File: config.mk
export PLATFORM = sky130hd
export DESIGN_NAME = inst_pos_responder
export DESIGN_NICKNAME = d
export VERILOG_FILES = /design/src/rtl/inst_pos_responder.sv
export SDC_FILE = /design/constraint.sdc
export NUM_CORES = 1
export LEC_CHECK = 0
export CAP_MARGIN = 40
export CORE_MARGIN = 5
export CORE_UTILIZATION = 52
export CTS_BUF_LIST = sky130_fd_sc_hd__clkbuf_8
export CTS_CLUSTER_SIZE = 30
export DETAILED_ROUTE_END_ITERATION = 12
export PLACE_DENSITY_LB_ADDON = 0.1
export RECOVER_POWER = 100
export SLEW_MARGIN = 20
export SYNTH_ARGS = -nofsm -noshare
export SYNTH_HDL_FRONTEND = slang
export SYNTH_SLANG_ARGS = --single-unit
File: constraint.sdc
create_clock -name clk_i -period 2.8 [get_ports clk_i]
set_input_delay 0.42 -clock clk_i [delete_from_list [all_inputs] [get_ports clk_i]]
set_output_delay 0.42 -clock clk_i [all_outputs]
set_load 0.005 [all_outputs]
File: src/rtl/inst_pos_responder.sv
// Multi-cycle posedge instruction fetch responder with a one-entry last-word buffer.
// Latency: hit or error 2 cycles, miss 4 cycles minimum; the initiator holds req until ack.
module inst_pos_responder #(
    parameter logic [31:0] WIN_BASE = 32'h0,
    parameter logic [31:0] WIN_END  = 32'h0fff,
    parameter int unsigned TIMEOUT  = 64,
    parameter bit          BUF_EN   = 1'b1
) (
    input  logic        clk_i,
    input  logic        rst_ni,
    input  logic        inst_req_i,
    input  logic [31:0] inst_addr_i,
    output logic        inst_ack_o,
    output logic [31:0] inst_data_o,
    output logic        inst_error_o,
    input  logic        flush_i,
    output logic        mem_req_o,
    output logic [31:0] mem_addr_o,
    input  logic        mem_gnt_i,
    input  logic        mem_rvalid_i,
    input  logic [31:0] mem_rdata_i,
    input  logic        mem_err_i
);

    localparam logic [1:0] S_IDLE = 2'd0;
    localparam logic [1:0] S_REQ  = 2'd1;
    localparam logic [1:0] S_WAIT = 2'd2;
    localparam logic [1:0] S_RESP = 2'd3;

    localparam logic [7:0] TMO_LAST = 8'(TIMEOUT - 1);

    logic [1:0]  state_q;
    logic [29:0] addr_q;
    logic [7:0]  cnt_q;
    logic        drain_pend_q;
    logic        buf_vld_q;
    logic [29:0] buf_addr_q;
    logic [31:0] buf_dat_q;
    logic        ack_q;
    logic [31:0] data_q;
    logic        err_q;

    logic below_win;
    logic above_win;
    logic addr_bad;
    logic buf_hit;
    logic tmo;

    // Window bounds are compared by the sign of a 21-bit difference on the 4KB page number.
    always_comb begin
        below_win = 1'(({1'b0, inst_addr_i[31:12]} - {1'b0, WIN_BASE[31:12]}) >> 20);
        above_win = 1'(({1'b0, WIN_END[31:12]} - {1'b0, inst_addr_i[31:12]}) >> 20);
        addr_bad  = (inst_addr_i[1:0] != 2'b00) || below_win || above_win;
        buf_hit   = BUF_EN && buf_vld_q && (buf_addr_q == inst_addr_i[31:2]) && !flush_i;
        tmo       = (cnt_q >= TMO_LAST);
    end

    always_ff @(posedge clk_i or negedge rst_ni) begin
        if (!rst_ni) begin
            state_q      <= S_IDLE;
            addr_q       <= '0;
            cnt_q        <= '0;
            drain_pend_q <= 1'b0;
            buf_vld_q    <= 1'b0;
            buf_addr_q   <= '0;
            buf_dat_q    <= '0;
            ack_q        <= 1'b0;
            data_q       <= '0;
            err_q        <= 1'b0;
        end else begin
            ack_q <= 1'b0;
            // A response orphaned by an earlier timeout is swallowed here.
            if (drain_pend_q && mem_rvalid_i) begin
                drain_pend_q <= 1'b0;
            end
            if ((state_q == S_REQ || state_q == S_WAIT) && cnt_q != 8'hff) begin
                cnt_q <= cnt_q + 8'd1;
            end
            case (state_q)
                S_IDLE: begin
                    // ack_q high means this req is the one just answered.
                    if (inst_req_i && !ack_q) begin
                        addr_q <= inst_addr_i[31:2];
                        if (addr_bad) begin
                            state_q <= S_RESP;
                            data_q  <= '0;
                            err_q   <= 1'b1;
                        end else if (buf_hit) begin
                            state_q <= S_RESP;
                            data_q  <= buf_dat_q;
                            err_q   <= 1'b0;
                        end else if (!drain_pend_q) begin
                            state_q <= S_REQ;
                            cnt_q   <= '0;
                        end
                    end
                end
                S_REQ: begin
                    if (mem_gnt_i) begin
                        state_q <= S_WAIT;
                    end else if (tmo) begin
                        state_q <= S_RESP;
                        data_q  <= '0;
                        err_q   <= 1'b1;
                    end
                end
                S_WAIT: begin
                    if (mem_rvalid_i) begin
                        state_q <= S_RESP;
                        data_q  <= mem_rdata_i;
                        err_q   <= mem_err_i;
                        if (!mem_err_i && BUF_EN) begin
                            buf_vld_q  <= 1'b1;
                            buf_addr_q <= addr_q;
                            buf_dat_q  <= mem_rdata_i;
                        end
                    end else if (tmo) begin
                        state_q      <= S_RESP;
                        data_q       <= '0;
                        err_q        <= 1'b1;
                        drain_pend_q <= 1'b1;
                    end
                end
                default: begin
                    ack_q   <= inst_req_i;
                    state_q <= S_IDLE;
                end
            endcase
            // Flush overrides a fill landing on the same edge.
            if (flush_i) begin
                buf_vld_q <= 1'b0;
            end
        end
    end

    assign mem_req_o    = (state_q == S_REQ);
    assign mem_addr_o   = {addr_q, 2'b00};
    assign inst_ack_o   = ack_q;
    assign inst_data_o  = data_q;
    assign inst_error_o = err_q;

endmodule

==> reports/results.ini, run 1 <==
[flow_run]
maxCapViolations=1

[detailed_routing]
drt-initial-drc-count=282
dr_total_vias=4256
antenna_left=0
drt-total-wl_um=14300
vias_per_cell=5.61
wl_per_cell_um=18.8
drc=0
first_pass_iters=6

[floorplan]
rows=40
fp.dieW_um=120
start_util_pct=52.4
dieArea_um2=14300
boundaryPins=138
fp.coreArea_um2=11900
dieHeight_um=120

[yosys]
synth-seq-cells=138
synth.avg_cell_area_um2=13.9
synth_area_um2=6240
postSynthCellCount=449
synth_cell_types=43
postSynth.asyncResetShare_pct=100
synthFlopType=dfrtp_1
yosysWarnings=0
synth-edff-count=0
seq_area_frac_synth_pct=55.3

[setup_path]
r2r_end=inst_data_o[22]
path_max_fanout=11
critical_path.top_delay_family=compound AO/OA/AOI/OAI gates
crit_arrival_ns=2.96
worstPathRequired_ns=3.10
cp_num_buf_inv=2
worst_path_max_delay_cell=nor4_1
r2r_start=buf_addr_q[12]
critical_path_class=in2reg
crit_chain=clkdlybuf4s50_1 -> xor2_1 -> nor4_1 -> nand4_1 -> o31a_1 -> a211o_4 -> buf_2 -> o2bb2ai_1
slowest_delay_ns=0.52
r2r_slack_ns=0.26
startpoint_type=input port
r2r_cells=7
endpoint_kind=flop

[global_routing]
grt_max_degree=84
grt_pass1_vias=4564
grt_usage_pct=20.8
antenna_found_initial=0
grt_pass1_wl_um=23500
overflow=0

[pwr]
switching_share_pct=33.2
power_density_nw_per_um2=976
p_seq_share_pct=43.9
power_frac_comb_pct=38.3
power.total_mw=7.82
p_int_mw=5.22
p_clk_share_pct=17.9
leakage_nw=3.49
p_sw_mw=2.60
vdd_drop_max_mv=0.522

[finish]
nNetsFinal=676
nFillCells=936
antenna_cells=0
drive_gt1_share_pct=24.5
areaGrowthSynthToFinish_pct=28.5
stdcell_count=759

[timing]
fmax_ghz=0.377
fin_crit_ns=2.65
layout_setup_ws_ns=0.148
rsz0062_at_grt=no
setup_viol=0
finalCritPeriodShare_pct=94.7
slew_headroom_pct=-20.5
drv_slew=83
hold_viol=0
finClkSkew_ns=0.0104
tightest_slew_ns=1.81

[clock_tree]
cts_hold_buf=0
clockRootBuffer=clkbuf_8
cts.repair.resized=0
cts_tree=yes
cts_buffers=17
clkSlewWorstSetupHoldPaths_ns=0.07
clk-insertion-delay-late_ns=0.43
cts.path.max_buffers=2
h-tree-depth=4
cts.sinks=138
post_cts_buffers=0

[status]
violations=max-capacitance violations, max-slew violations
status=finished with violations

[place]
place_inst=725
numPortBuffers=135
dp_hpwl_um=9960
dp_slack_ns=-0.263
globalplace.congestion=0.801

[worst_hold_path]
hp-class=reg2reg
hold_start=inst_data_o[18]
whs_path_depth=1
hold_path_end=inst_data_o[18]

[cell usage in the layout (no fill, tap or decap), drive strengths merged, types with 11 or more instances in the layout]
cell type      netlist  layout
buf                 15      19
xor2                33      33
o2bb2ai             33      33
dfrtp              138     138
dlygate4sd3          0      66
a21oi               11      11
clkbuf              14      26
clkdlybuf4s50        0      69
mux2                93      93
nor4                12      12
a22oi               32      32
[worst max path at each step]
stage | startpoint | to | slack [ns] | cells past startpoint
after floorplan | inst_addr_i[6] | inst_data_o[21] | 0.76 | 7
after global placement | inst_addr_i[14] | inst_data_o[0] | -0.31 | 8
after detailed placement | inst_addr_i[14] | inst_data_o[0] | -0.26 | 8
after CTS | inst_addr_i[14] | inst_data_o[0] | 0.23 | 8
after global routing | inst_addr_i[14] | state_q[1] | 0.08 | 7
final | inst_addr_i[14] | inst_data_o[22] | 0.15 | 8
[power by group through the flow]
stage | Clock, mW | Combinational [mW] | Sequential, mW
after global placement | 0 | 3.27 | 3.45
final | 1.40 | 2.99 | 3.43
after floorplan | 0 | 1.99 | 3.37
after CTS | 1.45 | 3.36 | 3.46
after global routing | 1.53 | 3.27 | 3.54
after detailed placement | 0 | 3.35 | 3.49
[cell usage after synthesis (2+ instances only)]
cell type	n	area, um^2
a211oi_1	2	15.0
a21o_1	2	15.0
a21oi_1	11	55.1
a22oi_1	32	240
and3_1	2	12.5
buf_1	6	22.5
buf_2	4	20.0
buf_4	2	15.0
buf_6	3	33.8
clkbuf_1	14	52.6
dfrtp_1	138	3450
ha_1	6	75.1
inv_1	5	18.8
mux2_2	93	1050
nand2_1	7	26.3
nand3_1	3	15.0
nand4_1	6	37.5
nor2_1	6	22.5
nor2b_1	2	12.5
nor3_1	3	15.0
nor4_1	12	75.1
o21ai_0	2	10.0
o2bb2ai_1	3	26.3
o2bb2ai_2	30	450
o31a_1	2	17.5
xnor2_1	4	35.0
xor2_1	33	289
[layout make-up]
type	count	area, um^2	area share [%]
clock inverter	11	56.3	0.702
multi-input combinational	278	2480	30.9
tap	147	184	2.29
clock buffer	21	289	3.60
inverter	5	18.8	0.234
sequential	138	3450	43.1
timing repair buffer	159	1540	19.2
[metrics by stage]
stage                     util, %  setup TNS [ns]  area [um^2]  hold slack, ns
after floorplan                 -               0         6240           0.124
after global routing         67.3               0         8020           0.508
after CTS                    69.1               0         8230          0.0303
final                        67.3               0         8020           0.492
after global placement       66.2           -9.68         7880           0.479
after detailed placement     66.2           -7.43         7880           0.486
[layer usage]
layer  part of all wire, %  global-route usage, %  wire length (um)  up-vias
li1                      -                      -                 -     1957
met1                    43                   26.4              6200     2158
met2                    48                   33.3              6920      121
met3                   6.3                   6.97               899       20
met4                   1.8                   8.02               262        0
met5                     0                      0                 0        -
[logic make-up (layout without fill, tap and decap cells)]
family | count (synthesis) | count (layout) | synth area share [%]
AO/OA/AOI/OAI | 91 | 91 | 14.4
XOR/XNOR | 37 | 37 | 5.19
adder cells (fa/ha/maj) | 6 | 6 | 1.20
buffers and inverters | 34 | 196 | 2.61
flip-flops | 138 | 138 | 55.3
multiplexers | 94 | 94 | 16.9
other | 1 | 2 | 0.0601
AND/OR/NAND/NOR | 48 | 48 | 4.29
[registers in the layout (all words and copies together) (netlist names)]
name,flops
addr_q,30
buf_addr_q,30
buf_dat_q,32
buf_vld_q,1
cnt_q,8
drain_pend_q,1
inst_ack_o,1
inst_data_o,32
inst_error_o,1
state_q,2
(Power assumes the default switching activity.)
==> run 2, diff against run 1 <==
Settings changed: CAP_MARGIN 40 to 20.
==> run 2 against run 1 <==
Effect of this change: the run still ends with max-capacitance violations, max-slew violations left; cell count down 0.26%; sequential share of layout area is 0.081 points higher; sequential power about the same; critical path type unchanged; largest cell class unchanged; highest routed layer unchanged.
==> reports/results.ini, run 2 (synthesis results as in run 1) <==
[global_routing]
grt_max_degree=84  ; unchanged
grt_pass1_vias=4564  ; unchanged
overflow=0  ; unchanged
antenna_found_initial=0  ; unchanged
grt_pass1_wl_um=23500  ; unchanged
grt_usage_pct=20.8  ; unchanged

[detailed_routing]
vias_per_cell=5.61  ; about the same
antenna_left=0  ; unchanged
drt-initial-drc-count=287  ; was 282
drc=0  ; unchanged
wl_per_cell_um=18.9  ; was 18.8 um
dr_total_vias=4248  ; was 4256
first_pass_iters=7  ; was 6
drt-total-wl_um=14300  ; about the same

[setup_path]
crit_arrival_ns=2.93  ; was 2.96 ns
slowest_delay_ns=0.51  ; was 0.52 ns
startpoint_type=input port  ; unchanged
endpoint_kind=flop  ; unchanged
worstPathRequired_ns=3.10  ; about the same
critical_path.top_delay_family=compound AO/OA/AOI/OAI gates  ; unchanged
crit_chain=clkdlybuf4s50_1 -> xor2_1 -> nor4_1 -> nand4_1 -> o31a_1 -> a211o_4 -> buf_2 -> o2bb2ai_1  ; unchanged
critical_path_class=in2reg  ; unchanged
cp_num_buf_inv=2  ; unchanged
worst_path_max_delay_cell=nor4_1  ; unchanged
path_max_fanout=11  ; unchanged

[timing]
layout_setup_ws_ns=0.169  ; was 0.148 ns
setup_tns_ns=0  ; unchanged
holdWs_ns=0.492  ; about the same
hold_viol=0  ; unchanged
finalCritPeriodShare_pct=94.0  ; was 94.7%
slew_headroom_pct=-36.9  ; was -20.5%
fin_crit_ns=2.63  ; was 2.65 ns
setup_viol=0  ; unchanged
tightest_slew_ns=2.05  ; was 1.81 ns
rsz0062_at_grt=no  ; unchanged
finClkSkew_ns=0.0109  ; was 0.0104 ns
drv_slew=84  ; was 83
fmax_ghz=0.380  ; was 0.377 GHz

[clock_tree]
cts.repair.resized=0  ; unchanged
cts_hold_buf=0  ; unchanged
cts_tree=yes  ; unchanged
cts_buffers=17  ; unchanged
cts.path.max_buffers=2  ; unchanged
clockRootBuffer=clkbuf_8  ; unchanged
clk-insertion-delay-late_ns=0.43  ; about the same
h-tree-depth=4  ; unchanged
post_cts_buffers=0  ; unchanged
clkSlewWorstSetupHoldPaths_ns=0.07  ; about the same
cts.sinks=138  ; unchanged

[place]
dp_hpwl_um=9960  ; unchanged
numPortBuffers=135  ; unchanged
place_inst=725  ; unchanged
globalplace.congestion=0.801  ; unchanged
dp_slack_ns=-0.263  ; unchanged

[finish]
antenna_cells=0  ; unchanged
drive_gt1_share_pct=24.4  ; was 24.5%
nNetsFinal=674  ; was 676
post-route-util_pct=67.2  ; was 67.3%
final_cell_mix=dfrtp_1 (138), mux2_2 (93), clkdlybuf4s50_1 (69)  ; unchanged
final_common_cell=dfrtp_1  ; unchanged
stdcell_count=757  ; was 759
areaGrowthSynthToFinish_pct=28.2  ; was 28.5%
nFillCells=940  ; was 936

[pwr]
power_density_nw_per_um2=977  ; was 976 nW/um^2
vdd_drop_max_mv=0.522  ; about the same
leakage_nw=3.49  ; about the same

[worst_hold_path]
hp-class=reg2reg  ; unchanged

[floorplan]
fp.coreArea_um2=11900  ; unchanged
start_util_pct=52.4  ; unchanged
boundaryPins=138  ; unchanged
dieArea_um2=14300  ; unchanged
fp.dieW_um=120  ; unchanged
dieHeight_um=120  ; unchanged
rows=40  ; unchanged

[status]
violations=max-capacitance violations, max-slew violations  ; unchanged
status=finished with violations  ; unchanged

[flow_run]
maxCapViolations=1  ; unchanged

[run 2: cell types whose count changed in the layout (fill, tap and decap cells not counted)]
cell           delta
buf_4             -1
clkbuf_4          +1
buf_2             -1
dlygate4sd3_1     -1
[run 2: power breakdown]
part           switching, mW  total (mW)  internal, mW
sequential             0.576        3.43          2.85
combinational           1.31        2.99          1.68
clock                  0.713        1.40         0.687
total                   2.59        7.82          5.22
[run 2: worst register-to-register path: stages (launching register included)]
cell and delay, ns:
dfrtp_1 0.39, xor2_1 0.18, nor4_1 0.51, nand4_1 0.19
o31a_1 0.40, a211o_4 0.36, buf_2 0.20, o2bb2ai_1 0.16
[run 2: final timing paths]
path                                 start              end  slack (ns)  cells after the start
max in group asynchronous           rst_ni   buf_addr_q[16]        0.61                      2
hold reg to reg            inst_data_o[18]  inst_data_o[18]        0.49                      1
hold / removal             inst_data_o[18]  inst_data_o[18]        0.49                      1
min in group asynchronous           rst_ni    buf_dat_q[25]        0.56                      1
setup / recovery           inst_addr_i[14]  inst_data_o[22]        0.17                      8
setup reg to reg            buf_addr_q[12]  inst_data_o[22]        0.28                      7
[run 2: cell type report]
| cell class | count | area (um^2) | area share, % |
|---|---|---|---|
| clock buffers | 21 | 289 | 3.61 |
| inverters | 5 | 18.8 | 0.234 |
| repair buffers | 157 | 1520 | 19.0 |
| multi-input cells | 278 | 2480 | 31.0 |
| well taps | 147 | 184 | 2.30 |
| flip-flops and latches | 138 | 3450 | 43.1 |
| clock inverters | 11 | 56.3 | 0.703 |
[run 2: through the flow]
step / total power, mW / instance area [um^2]
finish: 7.82 / 8000
global route: 8.35 / 8000
CTS: 8.28 / 8230
detailed placement: 6.84 / 7880
global placement: 6.72 / 7880
floorplan: 5.36 / 6240
[run 2: routing by layer]
layer  share of wire [%]  up-vias  global-route usage (%)
met1                  43     2141                    26.4
met5                   0        -                       0
met4                 1.8        0                    8.02
met3                 6.6       20                    6.97
met2                  48      132                    33.3
li1                    -     1955                       -
==> run 3, diff against run 2 <==
Settings changed: ABC_AREA set to 0, CAP_MARGIN 20 to unset.
Clock period 2.8 ns to 2.9 ns, I/O delays scaled along.
==> run 3 against run 2 <==
Effect of this change: the run still ends with max-capacitance violations, max-slew violations left; non-clock buffer count decreased by 2; cell count decreased by 0.26%; global-route usage increased by 0.59 points; sequential share of layout area decreased by 0.55 points; die area unchanged; worst hold slack got worse by 0.0028 ns; sequential power decreased by 3%; critical path type unchanged; critical endpoint is now inst_data_o[5].
==> reports/results.ini, run 3 (synthesis results as in run 1) <==
[timing]
slew_headroom_pct=-11.0  ; was -36.9%
setup_tns_ns=0  ; unchanged
tightest_slew_ns=1.66  ; was 2.05 ns
finClkSkew_ns=0.00958  ; was 0.0109 ns
drv_slew=69  ; was 84
rsz0062_at_grt=no  ; unchanged
finalCritPeriodShare_pct=90.5
fin_crit_ns=2.62
hold_viol=0  ; unchanged
fmax_ghz=0.381
setup_viol=0  ; unchanged

[setup_path]
startpoint_type=input port  ; unchanged
cp_num_buf_inv=2  ; unchanged
path_max_fanout=21  ; was 11
crit_chain=dlygate4sd3_1 -> xor2_1 -> nor4_1 -> nand4_1 -> o31a_1 -> a211o_2 -> buf_12 -> o2bb2ai_1  ; was clkdlybuf4s50_1 -> xor2_1 -> nor4_1 -> nand4_1 -> o31a_1 -> a211o_4 -> buf_2 -> o2bb2ai_1
startpoint=inst_addr_i[14]  ; unchanged
r2r_cells=7  ; unchanged
crit_arrival_ns=2.96  ; was 2.93 ns
r2r_slack_ns=0.49  ; was 0.28 ns
slowest_delay_ns=0.60  ; was 0.51 ns
r2r_start=buf_addr_q[26]  ; was buf_addr_q[12]
worst_path_max_delay_cell=dlygate4sd3_1  ; was nor4_1
critical_path_class=in2reg  ; unchanged
r2r_end=inst_data_o[5]  ; was inst_data_o[22]
endpoint_kind=flop  ; unchanged
worstPathRequired_ns=3.23  ; was 3.10 ns
critical_path.top_delay_family=compound AO/OA/AOI/OAI gates  ; unchanged

[clock_tree]
clk-insertion-delay-late_ns=0.46  ; was 0.43 ns
h-tree-depth=4  ; unchanged
cts_buffers=17  ; unchanged
clockRootBuffer=clkbuf_8  ; unchanged
cts.path.max_buffers=2  ; unchanged
cts.sinks=138  ; unchanged
clkSlewWorstSetupHoldPaths_ns=0.07  ; about the same
cts_hold_buf=1  ; was 0
cts_tree=yes  ; unchanged
cts.repair.resized=0  ; unchanged
post_cts_buffers=0  ; unchanged

[floorplan]
rows=40  ; unchanged
start_util_pct=52.4  ; unchanged
fp.coreArea_um2=11900  ; unchanged
boundaryPins=138  ; unchanged
dieArea_um2=14300  ; unchanged
fp.dieW_um=120  ; unchanged
dieHeight_um=120  ; unchanged

[global_routing]
grt_pass1_vias=4620  ; was 4564
antenna_found_initial=1  ; was 0
grt_max_degree=69  ; was 84
grt_usage_pct=21.4  ; was 20.8%
grt_pass1_wl_um=24200  ; was 23500 um
overflow=0  ; unchanged

[finish]
areaGrowthSynthToFinish_pct=29.9  ; was 28.2%
stdcell_count=755  ; was 757
antenna_cells=0  ; unchanged
nFillCells=947  ; was 940
nNetsFinal=672  ; was 674
final_area_um2=8110  ; was 8000 um^2
drive_gt1_share_pct=24.7  ; was 24.4%
final_common_cell=dfrtp_1  ; unchanged
final_cell_mix=dfrtp_1 (138), mux2_2 (93), clkdlybuf4s50_1 (68)  ; was dfrtp_1 (138), mux2_2 (93), clkdlybuf4s50_1 (69)

[status]
violations=max-capacitance violations, max-slew violations  ; unchanged
status=finished with violations  ; unchanged

[detailed_routing]
vias_per_cell=5.61  ; about the same
first_pass_iters=4  ; was 7
wl_per_cell_um=19.2  ; was 18.9 um
drt-total-wl_um=14500  ; was 14300 um
dr_total_vias=4232  ; was 4248
drc=0  ; unchanged
drt-initial-drc-count=451  ; was 287
antenna_left=0  ; unchanged

[worst_hold_path]
whs_path_depth=1  ; unchanged
hold_path_end=inst_data_o[21]  ; was inst_data_o[18]
hp-class=reg2reg  ; unchanged
hold_start=inst_data_o[21]  ; was inst_data_o[18]

[place]
globalplace.congestion=0.810  ; was 0.801
numPortBuffers=135  ; unchanged
dp_hpwl_um=10200  ; was 9960 um
place_inst=722  ; was 725
place_area_um2=7840  ; was 7880 um^2

[pwr]
power_density_nw_per_um2=991  ; was 977 nW/um^2
leakage_nw=3.51  ; was 3.49 nW
vdd_drop_max_mv=0.537  ; was 0.522 mV
power.total_mw=8.04  ; was 7.82 mW

[flow_run]
maxCapViolations=1  ; unchanged

[run 3: changes by cell type in the layout (fill, tap and decap cells not counted), sizes merged]
cell	previous run	this run
buf	17	13
clkinvlp	1	3
inv	9	5
clkbuf	27	28
clkdlybuf4s50	69	68
dlygate4sd3	65	67
clkinv	6	4
bufinv	0	4
[run 3: stage by stage]
stage / setup WS, ns / util [%] / hold slack, ns
6_report: 0.276 / 68.1 / 0.490
5_1_grt: 0.137 / 68.1 / 0.507
4_1_cts: 0.384 / 69.7 / 0.506
3_5_place_dp: -0.105 / 65.8 / 0.474
3_3_place_gp: -0.124 / 65.8 / 0.466
2_1_floorplan: 0.849 / - / 0.139
[run 3: how the worst max path moves through the flow]
| stage | to | slack (ns) | cells after the start |
|---|---|---|---|
| detailed placement | inst_data_o[8] | -0.10 | 8 |
| CTS | inst_data_o[8] | 0.38 | 8 |
| floorplan | inst_data_o[21] | 0.85 | 7 |
| global placement | inst_data_o[31] | -0.12 | 8 |
| global route | inst_data_o[5] | 0.14 | 8 |
| finish | inst_data_o[5] | 0.28 | 8 |
[run 3: area by class of cell]
class | instances | area, um^2 | area share (%)
clock buffers | 21 | 289 | 3.56
inverters | 5 | 18.8 | 0.231
clock inverters | 11 | 166 | 2.05
repair buffers | 155 | 1530 | 18.9
well taps | 147 | 184 | 2.27
multi-input cells | 278 | 2460 | 30.4
flip-flops and latches | 138 | 3450 | 42.6
[run 3: per-layer routing]
| metal | part of all wire, % | global-route usage (%) | vias up |
|---|---|---|---|
| met5 | 0.090 | 0 | - |
| met4 | 1.7 | 6.73 | 2 |
| met3 | 6.7 | 7.45 | 23 |
| met2 | 48 | 33.7 | 122 |
| met1 | 44 | 28.2 | 2130 |
| li1 | - | - | 1955 |
[run 3: worst register-to-register path, cell delays in order (launching register included)]
cell	delay, ns
dfrtp_1	0.40
xor2_1	0.15
nor4_1	0.51
nand4_1	0.15
o31a_1	0.38
a211o_2	0.41
buf_12	0.18
o2bb2ai_1	0.13
[run 3: power breakdown]
| part | leakage (nW) | total (mW) | switching, mW | internal, mW |
|---|---|---|---|---|
| clock | 0.224 | 1.76 | 0.735 | 1.02 |
| combinational | 1.57 | 2.96 | 1.30 | 1.67 |
| sequential | 1.71 | 3.31 | 0.555 | 2.76 |
| total | 3.51 | 8.04 | 2.59 | 5.45 |
